`src/rtl/alu_result_stage.sv`:
```
// Registered result stage behind the bitwise units: selects a unit result by opcode,
// attaches zero/parity/negative flags and queues it in a 2-entry FIFO with a delivered count.
module alu_result_stage #(
    parameter int unsigned WIDTH = 4,
    parameter int unsigned CNT_W = 8
) (
    input  logic             clk,
    input  logic             rst,
    input  logic             in_valid,
    output logic             in_ready,
    input  logic [1:0]       in_op,
    input  logic [WIDTH-1:0] in_and,
    input  logic [WIDTH-1:0] in_or,
    input  logic [WIDTH-1:0] in_xor,
    input  logic [WIDTH-1:0] in_not,
    output logic             out_valid,
    input  logic             out_ready,
    output logic [WIDTH-1:0] out_res,
    output logic             out_zero,
    output logic             out_par,
    output logic             out_neg,
    input  logic             cnt_clr,
    output logic [CNT_W-1:0] res_count
);

    // Entry layout: {neg, par, zero, result}
    localparam int unsigned ENTRY_W = WIDTH + 3;
    localparam logic [CNT_W-1:0] CNT_MAX = '1;

    typedef enum logic [1:0] {
        EMPTY = 2'd0,
        ONE   = 2'd1,
        FULL  = 2'd2
    } occ_t;

    occ_t               state;
    occ_t               state_nxt;
    logic [ENTRY_W-1:0] mem [2];
    logic               wr_ptr;
    logic               rd_ptr;
    logic               rd_nxt;
    logic               push;
    logic               pop;
    logic [WIDTH-1:0]   sel_res;
    logic [ENTRY_W-1:0] entry_new;
    logic [ENTRY_W-1:0] head_nxt;

    assign push = in_valid & in_ready;
    assign pop  = out_valid & out_ready;

    // Unit select and flag generation ahead of storage
    always_comb begin
        sel_res = in_and;
        case (in_op)
            2'b00:   sel_res = in_and;
            2'b01:   sel_res = in_or;
            2'b10:   sel_res = in_xor;
            default: sel_res = in_not;
        endcase
        entry_new = {sel_res[WIDTH-1], ^sel_res, (sel_res == '0), sel_res};
    end

    // Occupancy next-state and the entry that becomes head after this edge
    always_comb begin
        state_nxt = state;
        rd_nxt    = rd_ptr ^ pop;
        head_nxt  = mem[rd_nxt];
        case (state)
            EMPTY: begin
                if (push) state_nxt = ONE;
            end
            ONE: begin
                if (push && !pop)      state_nxt = FULL;
                else if (pop && !push) state_nxt = EMPTY;
            end
            FULL: begin
                if (pop) state_nxt = ONE;
            end
            default: state_nxt = EMPTY;
        endcase
        // A write landing in the next head slot must be forwarded into the output register
        if (push && (wr_ptr == rd_nxt)) head_nxt = entry_new;
    end

    always_ff @(posedge clk or posedge rst) begin
        if (rst) begin
            state     <= EMPTY;
            wr_ptr    <= 1'b0;
            rd_ptr    <= 1'b0;
            in_ready  <= 1'b1;
            out_valid <= 1'b0;
        end else begin
            state     <= state_nxt;
            wr_ptr    <= wr_ptr ^ push;
            rd_ptr    <= rd_nxt;
            in_ready  <= (state_nxt != FULL);
            out_valid <= (state_nxt != EMPTY);
        end
    end

    // Storage needs no reset: occupancy alone decides what is visible
    always_ff @(posedge clk) begin
        if (push) mem[wr_ptr] <= entry_new;
    end

    // Output registers only move when a valid head exists, so they hold while idle or stalled
    always_ff @(posedge clk or posedge rst) begin
        if (rst) begin
            out_res  <= '0;
            out_zero <= 1'b0;
            out_par  <= 1'b0;
            out_neg  <= 1'b0;
        end else if (state_nxt != EMPTY) begin
            out_res  <= head_nxt[WIDTH-1:0];
            out_zero <= head_nxt[WIDTH];
            out_par  <= head_nxt[WIDTH+1];
            out_neg  <= head_nxt[WIDTH+2];
        end
    end

    always_ff @(posedge clk or posedge rst) begin
        if (rst) begin
            res_count <= '0;
        end else if (cnt_clr) begin
            res_count <= '0;
        end else if (pop && (res_count != CNT_MAX)) begin
            res_count <= res_count + CNT_W'(1);
        end
    end

endmodule
```
`config.mk`:
```
export PLATFORM = sky130hd
export DESIGN_NAME = alu_result_stage
export DESIGN_NICKNAME = d
export VERILOG_FILES = /design/src/rtl/alu_result_stage.sv
export SDC_FILE = /design/constraint.sdc
export NUM_CORES = 1
export LEC_CHECK = 0
export CORE_MARGIN = 2
export CORE_UTILIZATION = 49
export CTS_CLUSTER_DIAMETER = 80
export DETAILED_ROUTE_END_ITERATION = 7
export PLACE_DENSITY_LB_ADDON = 0.3
export SYNTH_ARGS = -nofsm -noshare
export SYNTH_HDL_FRONTEND = slang
export SYNTH_SLANG_ARGS = --single-unit
```
`constraint.sdc`:
```
create_clock -name clk -period 1.7 [get_ports clk]
set_clock_uncertainty 0.05 [all_clocks]
set_input_delay 0.34 -clock clk [delete_from_list [all_inputs] [get_ports clk]]
set_output_delay 0.34 -clock clk [all_outputs]
set_load 0.01 [all_outputs]
```
==> run summary, run 1 <==
The fill cell instance count of the final layout came out at between 200 and 250. For this run, design rule violations remaining after detail routing come to 0. The post-layout minimum cycle time came out at between 1.5 and 2 ns. The width of the die came out at slightly above 60 um. Together, buffers and inverters on the worst path number 2.

The multi-input combinational cells in the finished layout cover a total of approximately 850 um2. Setup repair after global routing could not meet its margin everywhere. The core region is 3280 um2.

The final route contains 1,498 vias. In this run the critical register-to-register path is launched from res_count[4]. The quantity of I/O buffers inserted on ports is 39. The ratio of total power to cell area came out at about 1500 nW/um2. The worst setup path is captured at a register. Synthesis produced a netlist whose cell count is approximately 140.

In this run the worst hold path is classified as input port to async pin. The share of synthesized registers carrying an async set or reset came out at 62.5%. The insertion delay to the later sink of the worst-skew pair is 0.33 ns.

The highest achievable clock rate came out at between 0.5 and 0.6 GHz. For this configuration, the core starts out at a cell density of roughly half. The signal on the critical path passes through dlygate4sd2_1 -> mux4_2 -> inv_4 -> ha_4 -> xor2_4 -> nor4b_4 -> a211oi_2.

The run finished with clean final reports. The register bit total from synthesis is 32. The worst stage delay on the critical path came out at between 0.5 and 0.6 ns.

Among all stages on the critical path, the largest delay is contributed by sky130_fd_sc_hd__mux4_2. The final-stage net count is between 200 and 250. The via count of the first global-routing pass is 1,534. The synthesized cell area is about 1700 um2. The final hold violation count was 0.

The global-route congestion overflow total is 0. Sequential cells were found to cover between 50% and 60% of the synthesized design area. In this run the worst setup path begins at in_xor[1]. The critical path ends at out_par. Yosys mapped the design onto 45 distinct sky130hd cell types.

The worst path uses roughly 100% of the clock period. The post-route netlist has between 30% and 40% of its cells at a drive strength greater than 1. The number of antenna violations at the first check in global routing is 0. The die is just over 60 um tall. The path length in cells of the critical path is 7. The detailed-route vias per instance is about 5.7. The number of hold buffers added after CTS came out at 0. The first detailed-routing pass took 4 iterations. The placed wire-length estimate is 3050 um. The area of all placed cells without fillers is approximately 2500 um2.

The number of levels the H-tree was split into came out at 2. The placed instance area is between 2000 and 2500 um2. The total length of routed wires is between 4000 and 5000 um.

TritonCTS built the clock tree. Grouping stages by cell kind, the critical path spends the most delay in multiplexers. The number of maximum-capacitance constraint violations came out at 0. The register-to-register setup slack came out at 0.05 ns. In this run the critical register-to-register path is captured at res_count[5]. The storage element area came out at around 860 um2. The least setup slack across all paths after layout is slightly above 0.007 ns.

Setup violations remaining at the end of the flow were counted as 0. The overall track demand over capacity in global routing is 23.2%. In this run, CTS created clock tree buffers numbering 5.

Yosys printed 0 warnings. The count of pins over their slew limit is 0. The worst-case headroom to the max-slew limit came out at 79.3%.

The final core utilization is 77.6%. The type of the setup path with the least slack is input port to register. The row count came out at 21. The worst reg-to-reg path cell count is 5. In the synthesized netlist the dominant register cell turns out to be sky130_fd_sc_hd__dfrtp_1. STA puts the critical path data required time at about 1.9 ns. The transition time of the tightest slew-check pin is between 0.3 and 0.4 ns.

The peak supply drop is about 0.8 mV. The post-synthesis area per instance came out at 11.9 um2. The die outline area is slightly below 4000 um2. The worst setup path is launched from an input port. The final total power came out at about 3.8 mW. The number of I/O pins is 40. Clock tree synthesis selected as its root buffer the cell sky130_fd_sc_hd__clkbuf_4. The maximum fanout count along the critical path is 2. Clock-pin slew was measured on the worst setup and hold paths at ~0.10 ns. The leakage power is 1.18 nW.

Routability-driven placement finished with a final weighted congestion of a little under 0.9. The layout overhead on the synthesized area came out at 53.8%. The pin count of the biggest net entering global routing is 21. The critical path data arrival time is 1.86 ns. For this block, the initial DRC count from the detailed router was 102. The clock net in this run drives a total of 32 sinks. Dividing the detail-routed wire length by the instance count gives around 16 um. The maximum clock insertion buffer count came out at 2. The final antenna diode count came out at 0. The post-synth net total came out at 165. The remaining antenna violation count after routing came out at 0.

The number of synthesized flops with an enable pin came out at 12. The wire length of the first global-routing pass is 7020 um. The post-placement setup slack is -0.821 ns.
[worst min-delay path by stage]
stage              endpoint
5_1_grt          out_res[0]
4_1_cts        res_count[1]
6_report         out_res[0]
3_3_place_gp       state[0]
3_5_place_dp       state[0]
2_1_floorplan       out_par
[flip-flops by register name, indices dropped and copies added, names as in the netlist]
signal	cells
out_par	1
out_valid	1
res_count	8
out_zero	1
state	2
rd_ptr	1
wr_ptr	1
in_ready	1
out_res	4
mem	12
[through the flow]
step | setup TNS (ns) | hold WS, ns | cells
floorplan | -0.0556 | 0.253 | 139
finish | 0 | 0.277 | 263
global placement | -7.32 | 0.452 | 239
global route | -0.0383 | 0.279 | 263
detailed placement | -8.43 | 0.486 | 239
CTS | -0.00287 | 0.268 | 259
[tightest hold or removal path, stage by stage]
cell                              delay [ns]
sky130_fd_sc_hd__clkdlybuf4s50_1        0.39
sky130_fd_sc_hd__inv_1                  0.05
sky130_fd_sc_hd__buf_4                  0.27
[synthesized netlist by cell type (all sizes together), types with 3 or more instances]
master / instances / area share (%)
a221oi: 5 / 2.6
dfrtp: 19 / 29
nor2: 14 / 3.2
and2: 4 / 1.5
a211oi: 7 / 3.2
and3: 9 / 3.4
inv: 6 / 1.8
and4: 5 / 2.8
ha: 3 / 2.3
nand2: 5 / 1.1
mux4: 4 / 5.4
edfxtp: 12 / 22
a21oi: 7 / 2.1
buf: 5 / 2.0
[where the power goes]
part	internal [mW]	total, mW	switching, mW
combinational	1.17	2.12	0.955
clock	0.204	0.453	0.249
sequential	1.07	1.22	0.156
total	2.44	3.80	1.36
[logic make-up (layout without fill, tap and decap cells)]
kind of cell	Yosys count	count (layout)	synth area share, %
adders and majority gates	3	3	2.27
DFF	32	32	52.0
xor gates and xnor gates	6	7	4.91
and+or+nand+nor	49	49	16.8
AOI/OAI and AO/OA	32	32	14.0
muxes	5	5	6.04
buffers and inverters	12	89	4.00
[metal layers]
| layer | up-vias | global-route usage (%) | share of wire [%] |
|---|---|---|---|
| met2 | 61 | 43.9 | 57 |
| li1 | 687 | - | - |
| met4 | 0 | 8.89 | 1.6 |
| met3 | 8 | 7.25 | 5.4 |
| met5 | - | 0 | 0 |
| met1 | 742 | 23.8 | 36 |
[cell usage in the layout (no fill, tap or decap), types with 2 or more instances in the layout]
cell type / synthesis / layout
sky130_fd_sc_hd__a21bo_2: 2 / 2
sky130_fd_sc_hd__and2_1: 4 / 3
sky130_fd_sc_hd__a211oi_1: 7 / 4
sky130_fd_sc_hd__clkbuf_1: 1 / 2
sky130_fd_sc_hd__o21ai_0: 2 / 2
sky130_fd_sc_hd__and4_1: 4 / 4
sky130_fd_sc_hd__mux4_2: 4 / 4
sky130_fd_sc_hd__buf_4: 1 / 34
sky130_fd_sc_hd__clkdlybuf4s15_1: 0 / 9
sky130_fd_sc_hd__dlymetal6s2s_1: 0 / 7
sky130_fd_sc_hd__xnor3_1: 1 / 2
sky130_fd_sc_hd__xnor2_1: 2 / 2
sky130_fd_sc_hd__inv_4: 3 / 3
sky130_fd_sc_hd__a21oi_1: 7 / 7
sky130_fd_sc_hd__a31oi_1: 2 / 2
sky130_fd_sc_hd__a221oi_1: 5 / 2
sky130_fd_sc_hd__nor2_1: 14 / 14
sky130_fd_sc_hd__a221oi_2: 0 / 3
sky130_fd_sc_hd__dlygate4sd2_1: 0 / 12
sky130_fd_sc_hd__nand2_1: 5 / 4
sky130_fd_sc_hd__edfxtp_1: 12 / 12
sky130_fd_sc_hd__nor3_1: 2 / 2
sky130_fd_sc_hd__nand3_1: 2 / 2
sky130_fd_sc_hd__inv_1: 2 / 2
sky130_fd_sc_hd__and3_1: 9 / 9
sky130_fd_sc_hd__a211oi_2: 0 / 3
sky130_fd_sc_hd__dfrtp_1: 19 / 18
sky130_fd_sc_hd__ha_4: 0 / 2
sky130_fd_sc_hd__o22ai_1: 2 / 2
sky130_fd_sc_hd__buf_12: 0 / 2
sky130_fd_sc_hd__clkbuf_4: 0 / 5
sky130_fd_sc_hd__clkdlybuf4s50_1: 0 / 10
[final cells by class]
| type | count | area share, % |
|---|---|---|
| Inverter | 6 | 1.18 |
| Multi-Input combinational cell | 96 | 33.3 |
| Timing Repair Buffer | 75 | 27.1 |
| Tap cell | 46 | 2.26 |
| Clock buffer | 8 | 2.31 |
| Sequential cell | 32 | 33.9 |
[what timing repair did]
| action | in CTS | in global routing |
|---|---|---|
| pin swaps | 5 | 3 |
| buffers inserted | 12 | 3 |
| resized for setup | 38 | 16 |
| cloned | 0 | 1 |
| setup endpoints to repair | 18 | 13 |
No activity file was read; power rests on OpenSTA's default activity.
==> run 2: changes to the inputs <==
--- a/config.mk
+++ b/config.mk
@@ -9,6 +9,7 @@
 export CORE_UTILIZATION = 49
 export CTS_CLUSTER_DIAMETER = 80
 export DETAILED_ROUTE_END_ITERATION = 7
+export MAX_ROUTING_LAYER = met4
 export PLACE_DENSITY_LB_ADDON = 0.3
 export SYNTH_ARGS = -nofsm -noshare
 export SYNTH_HDL_FRONTEND = slang
==> run 2 against run 1 <==
Compared with the run above:
- combinational power hardly changed
- power is essentially flat
- routed wire length fell by 0.38%
- first-iteration DRC count shrank 0.98%
- fmax is 0.14% lower
- critical path depth is the same
- utilization unchanged
- clock-buffer cell count stayed put
- cell count unchanged
- critical path type unchanged
- critical endpoint unchanged
- largest cell class unchanged
- highest routed layer unchanged
==> run summary, run 2 (synthesis gave the netlist of run 1 again) <==
The final hold violation count came out at 0. The routed design has about 4200 um of wire. The final-stage net count came out at approximately 240. The largest individual stage delay along the critical path comes from the cell sky130_fd_sc_hd__mux4_2.

The via count of the first global-routing pass is ~1,500. The worst min-delay path category is input port to async pin. The detailed-router iteration count before antenna repair is 4. The worst setup path is launched from an input port. The register with the highest flop count is mem. The final antenna diode count is 0. The worst-case headroom to the max-slew limit is between 70% and 80%. The width of the die came out at between 60 and 70 um. The highest achievable clock rate came out at between 0.5 and 0.6 GHz. The worst stage delay on the critical path came out at 0.52 ns. Summed over all nets, the half-perimeter wirelength after detailed placement is slightly above 3000 um.

After clock tree synthesis, the clock-pin slew on the worst setup and hold paths is 0.10 ns. Clock tree synthesis inserted a total of 5 buffers. The critical path goes through dlygate4sd2_1 -> mux4_2 -> inv_4 -> ha_4 -> xor2_4 -> nor4b_4 -> a211oi_2. In the final layout, the registers with the most flip-flops are mem (12), res_count (8), out_res (4). The longest clock path from root to sink contains 2 buffers. The detailed-route vias per instance is roughly 5.7. The register-to-register setup slack came out at ~0.050 ns. The number of cells on the worst reg-to-reg path is 5. STA puts the critical path data required time at roughly 1.9 ns. In the final timing run, aggregate negative setup slack is 0 ns.

The CTS sink count is 32. The violation count after the first detailed-routing iteration is about 100. The quantity of I/O buffers inserted on ports came out at 39. The flow ran to the end, and the final reports show no timing, DRC or antenna violations.

The pin count of the biggest net entering global routing came out at 21. Max-cap violations in this run came to 0. The final-report setup violation count came out at 0. The ratio of total power to cell area came out at between 1000 and 1500 nW/um2. The post-route DRC violation count came out at 0. The endpoint type of the worst setup path is a register. The initial core utilization came out at 50.4%. The remaining antenna violation count after routing came out at 0.

The leakage power is around 1.2 nW. The last weighted congestion value of the routability-driven placer is about 0.88. The floorplan step set the die height to between 60 and 70 um. The peak supply drop came out at just over 0.8 mV. The critical path data arrival time came out at around 1.9 ns. The wire length of the first global-routing pass is about 7000 um. The core region is 3280 um2.

The post-route non-filler standard cell count came out at between 200 and 300. In this run the worst path has a maximum fanout of 2. The number of levels the H-tree was split into came out at 2. The final core utilization is slightly below 80%.

The end of the worst register-to-register path is res_count[5]. The vias after detailed routing is roughly 1,500. The post-placement setup slack is -0.821 ns. The root buffer selected by CTS is sky130_fd_sc_hd__clkbuf_4.

The smallest clock period supported by the final layout is computed as approximately 1.7 ns. The number of antenna violations at the first check in global routing came out at 0. After detailed routing, the average wire length per cell comes to approximately 16 um. The overall track demand over capacity in global routing came out at 23.8%. TritonCTS built the clock tree.

The count of pins over their slew limit is 0. For this run the aggregate overflow at the end of global routing stands at 0. The register with the most flip-flops in the layout has 12 of them.

For the pin with the worst max-slew slack, the measured transition is 0.309 ns. The layout overhead on the synthesized area came out at 53.8%. Setup repair after global routing could not meet its margin everywhere.

The insertion delay to the later sink of the worst-skew pair came out at ~0.33 ns. The die outline area is between 3000 and 4000 um2. The row count came out at 21. The count of placed standard cells including taps came out at 239. The reg-to-reg startpoint is res_count[4]. The top cell types in the final layout, fill and taps aside, are sky130_fd_sc_hd__buf_4 (34), sky130_fd_sc_hd__dfrtp_1 (18), sky130_fd_sc_hd__nor2_1 (14), sky130_fd_sc_hd__dlygate4sd2_1 (12), sky130_fd_sc_hd__edfxtp_1 (12). The share of the cycle needed by the critical path after routing is 99.7%.

The type of the setup path with the least slack is input port to register. Setup slack on the critical path of the routed design comes to between 0.004 and 0.005 ns. The library cell used most frequently in the layout, excluding fill and tap cells, is sky130_fd_sc_hd__buf_4. Of the cells placed in the final design, the portion with a size suffix greater than 1 is 32.3%. The number of I/O pins is 40.
-- run 2: area by class of cell --
class	instances	area, um2
multi-input cells	96	848
flip-flops and latches	32	863
clock buffers	8	58.8
repair buffers	75	689
fillers	204	737
inverters	6	30.0
well taps	46	57.6
-- run 2: what timing repair did --
| item | in CTS | in global routing |
|---|---|---|
| setup endpoints to repair | 18 | 13 |
| hold buffers | 0 | 0 |
| buffers inserted | 12 | 3 |
| cloned | 0 | 1 |
| gates resized for setup | 38 | 16 |
| pin swaps | 5 | 3 |
-- run 2: how the worst max path moves through the flow --
stage	startpoint	endpoint	slack, ns
after floorplan	in_op[0]	out_par	-0.06
after global placement	in_op[0]	out_par	-0.76
after detailed placement	in_op[0]	out_par	-0.82
after CTS	in_xor[1]	out_par	-0.003
after global routing	in_xor[2]	out_par	-0.04
final	in_xor[1]	out_par	0.005
-- run 2: report_power, final --
group	internal, mW	switching (mW)	total, mW
registers	1.07	0.157	1.22
logic	1.17	0.955	2.12
clock network	0.204	0.250	0.454
total	2.44	1.36	3.80
-- run 2: worst max-delay path: cells and delay by family --
kind / cells / cell delay [ns]
muxes: 1 / 0.52
buffers and inverters: 2 / 0.33
and+or+nand+nor: 1 / 0.23
adders and majority gates: 1 / 0.21
xor gates and xnor gates: 1 / 0.17
AOI/OAI and AO/OA: 1 / 0.06
-- run 2: routing by layer --
metal | wire [um] | GRT usage [%] | vias to the layer above
met4 | 82 | 8.89 | 0
met5 | 0 | - | -
met3 | 225 | 6.16 | 9
met2 | 2360 | 43.9 | 60
li1 | - | - | 692
met1 | 1520 | 24.3 | 730
-- run 2: stage by stage --
step / power [mW] / hold slack (ns) / instance area (um2)
global route: 4.03 / 0.284 / 2550
CTS: 3.49 / 0.268 / 2440
finish: 3.80 / 0.274 / 2550
global placement: 2.94 / 0.452 / 2290
detailed placement: 3.01 / 0.486 / 2290
floorplan: 2.21 / 0.253 / 1700
==> run 3: changes to the inputs <==
--- a/config.mk
+++ b/config.mk
@@ -5,6 +5,7 @@
 export SDC_FILE = /design/constraint.sdc
 export NUM_CORES = 1
 export LEC_CHECK = 0
+export CORE_ASPECT_RATIO = 2
 export CORE_MARGIN = 2
 export CORE_UTILIZATION = 49
 export CTS_CLUSTER_DIAMETER = 80
==> run 3 against run 2 <==
Compared with the run above:
- flip-flop and latch count unchanged
- cell count shrank 9.9%
- setup slack improved by 0.036 ns
- first-iteration DRC count decreased by 82%
- critical path type unchanged
- highest routed layer unchanged
==> run summary, run 3 (synthesis gave the netlist of run 1 again) <==
The flow ran to the end, and the final reports show no timing, DRC or antenna violations. At the end of the flow, the number of nets in the layout was around 230. The layer flagged by global routing as most heavily used is met2. The critical path data arrival time is 1.76 ns. Timing would allow up to between 0.6 and 0.7 GHz. In the layout the commonest cells are sky130_fd_sc_hd__buf_4 (25), sky130_fd_sc_hd__clkdlybuf4s50_1 (17), sky130_fd_sc_hd__dfrtp_1 (17), sky130_fd_sc_hd__nor2_1 (14). In this run the worst path has a maximum fanout of 2.

The pin count of the biggest net entering global routing came out at 21. The via count of the first global-routing pass is 1,484. The post-placement setup slack is -0.817 ns. After detailed routing, the total wire length is a little under 4000 um.

The count of nets left with antenna violations once routing finished came out at 0. The worst path needs ~1.7 ns of the cycle, external delays included. The ratio of total power to cell area came out at between 1500 and 2000 nW/um2.

Setup repair after global routing could not meet its margin everywhere. The vias after detailed routing came out at ~1,400. The initial core utilization came out at roughly 52%. At the pin with the least slew margin, the transition time is 0.458 ns. The final antenna diode count is 0. The height of the die is 86.2 um. The overall track demand over capacity in global routing is about 24%. In the finished design, the share of the clock period the worst path needs comes to a little over nine tenths. The total clock buffers created by CTS is 5.

The share of cells above drive strength 1 is 32.0%. The later pin in the worst-skew pair is clocked with a latency of around 0.28 ns. The leakage power is ~1.0 nW. Counting flops per register, the top entry is mem. The CTS tree is yes. The worst-case IR drop observed on VDD is between 1 and 1.5 mV. The count of pins over their slew limit was 0.

The final hold violation count is 0. The wire length of the first global-routing pass came out at between 6000 and 7000 um. The H-tree generated during clock tree synthesis spans 2 levels. Headroom to the max-slew limit came out at between 60% and 70%. The placeable core region is between 3000 and 4000 um2.

The quantity of I/O buffers inserted on ports is 39. In this run the cell area measured after placement is 2250 um2. The number of I/O pins is 40. The number of maximum-capacitance constraint violations is 0.

The detailed-router iteration count before antenna repair is 4. Row generation in the floorplan step produced 29 rows. The finished cells cover between 2000 and 2500 um2. The design draws about 3.6 mW. In the final routed layout, each cell accounts on average for approximately 17 um. The critical path is of the input port to register type. The register-to-register setup slack came out at roughly 0.070 ns. The final core utilization came out at between 70% and 80%. The placed wire-length estimate came out at around 3100 um.

The least setup slack across all paths after layout is 0.0412 ns. The longest clock path from root to sink contains 2 buffers. The met1 demand-to-capacity share in global routing came out at 22.7%.

The number of antenna violations at the first check in global routing is 0. The final-report setup violation count came out at 0. The global-route congestion overflow total is 0.

The largest registers in the layout are mem (12), res_count (8), out_res (4). The number of flip-flops in the largest register came out at 12. Leaving out fill and tap cells, the most frequent cell in the layout is sky130_fd_sc_hd__buf_4. The CTS sink count came out at 32.

The width of the die is between 40 and 50 um. The post-route DRC violation count came out at 0. After detailed placement, the design holds a cell count of between 200 and 250. After clock tree synthesis, the clock-pin slew on the worst setup and hold paths is approximately 0.07 ns.

The die outline area is around 3900 um2. The tree is rooted in a sky130_fd_sc_hd__clkbuf_8. The worst reg-to-reg path cell count is 4. For this run, global-route usage on met2 was measured as about 44%. The worst setup path is captured at a register.

The layout overhead on the synthesized area came out at 44.3%. The sort of element at the start of the critical path is an input port. The required time of the critical path came out at around 1.8 ns.

The endpoint identified for the worst register-to-register timing path is res_count[5]. The last weighted congestion value of the routability-driven placer came out at roughly 0.80. The met3 global-route usage came out at 4.58%. The detailed-route vias per instance is slightly below 6. The reg-to-reg startpoint is res_count[5]. In this run the worst hold path is classified as input port to async pin.

The post-route non-filler standard cell count came out at roughly 240. The violation count after the first detailed-routing iteration came out at 18.
-- run 3: worst max path at each step --
stage,startpoint,to,slack [ns],cells past startpoint
2_1_floorplan,in_op[0],out_par,-0.06,6
4_1_cts,in_not[1],out_par,-0.05,7
3_5_place_dp,in_op[0],out_par,-0.82,7
6_report,in_xor[1],out_par,0.04,7
3_3_place_gp,in_op[0],out_par,-0.76,7
5_1_grt,res_count[1],res_count[5],-0.006,4
-- run 3: stage by stage --
stage / hold WS, ns / setup TNS [ns]
floorplan: 0.253 / -0.0556
global route: 0.353 / -0.00580
CTS: 0.336 / -0.0456
detailed placement: 0.480 / -8.91
finish: 0.332 / 0
global placement: 0.464 / -8.07
-- run 3: critical path: stages --
cell                              delay (ns)
sky130_fd_sc_hd__clkdlybuf4s15_1        0.16
sky130_fd_sc_hd__mux4_2                 0.50
sky130_fd_sc_hd__inv_4                  0.08
sky130_fd_sc_hd__ha_4                   0.21
sky130_fd_sc_hd__xor2_4                 0.18
sky130_fd_sc_hd__nor4b_2                0.21
sky130_fd_sc_hd__a211oi_1               0.07
-- run 3: what timing repair did --
item,4_1_cts,5_1_grt
buffers inserted,3,1
endpoints found under the setup margin,19,5
gates resized for setup,40,19
pin swaps,6,4
hold buffers,0,0
-- run 3: final cells by class --
type	count	area, um2
flip-flops and latches	32	865
fillers	226	802
multi-input cells	95	801
repair buffers	65	564
clock buffers	6	82.6
well taps	31	38.8
inverters	6	30.0
clock inverters	2	10.0
-- run 3: layer usage --
layer,vias up,share of wire [%]
met3,8,4.7
met5,-,0
li1,664,-
met1,684,32
met4,0,2.5
met2,52,60
-- run 3: power breakdown --
| part | switching (mW) | total, mW | internal, mW |
|---|---|---|---|
| Combinational | 0.834 | 1.80 | 0.967 |
| Sequential | 0.158 | 1.23 | 1.07 |
| Clock | 0.270 | 0.592 | 0.322 |
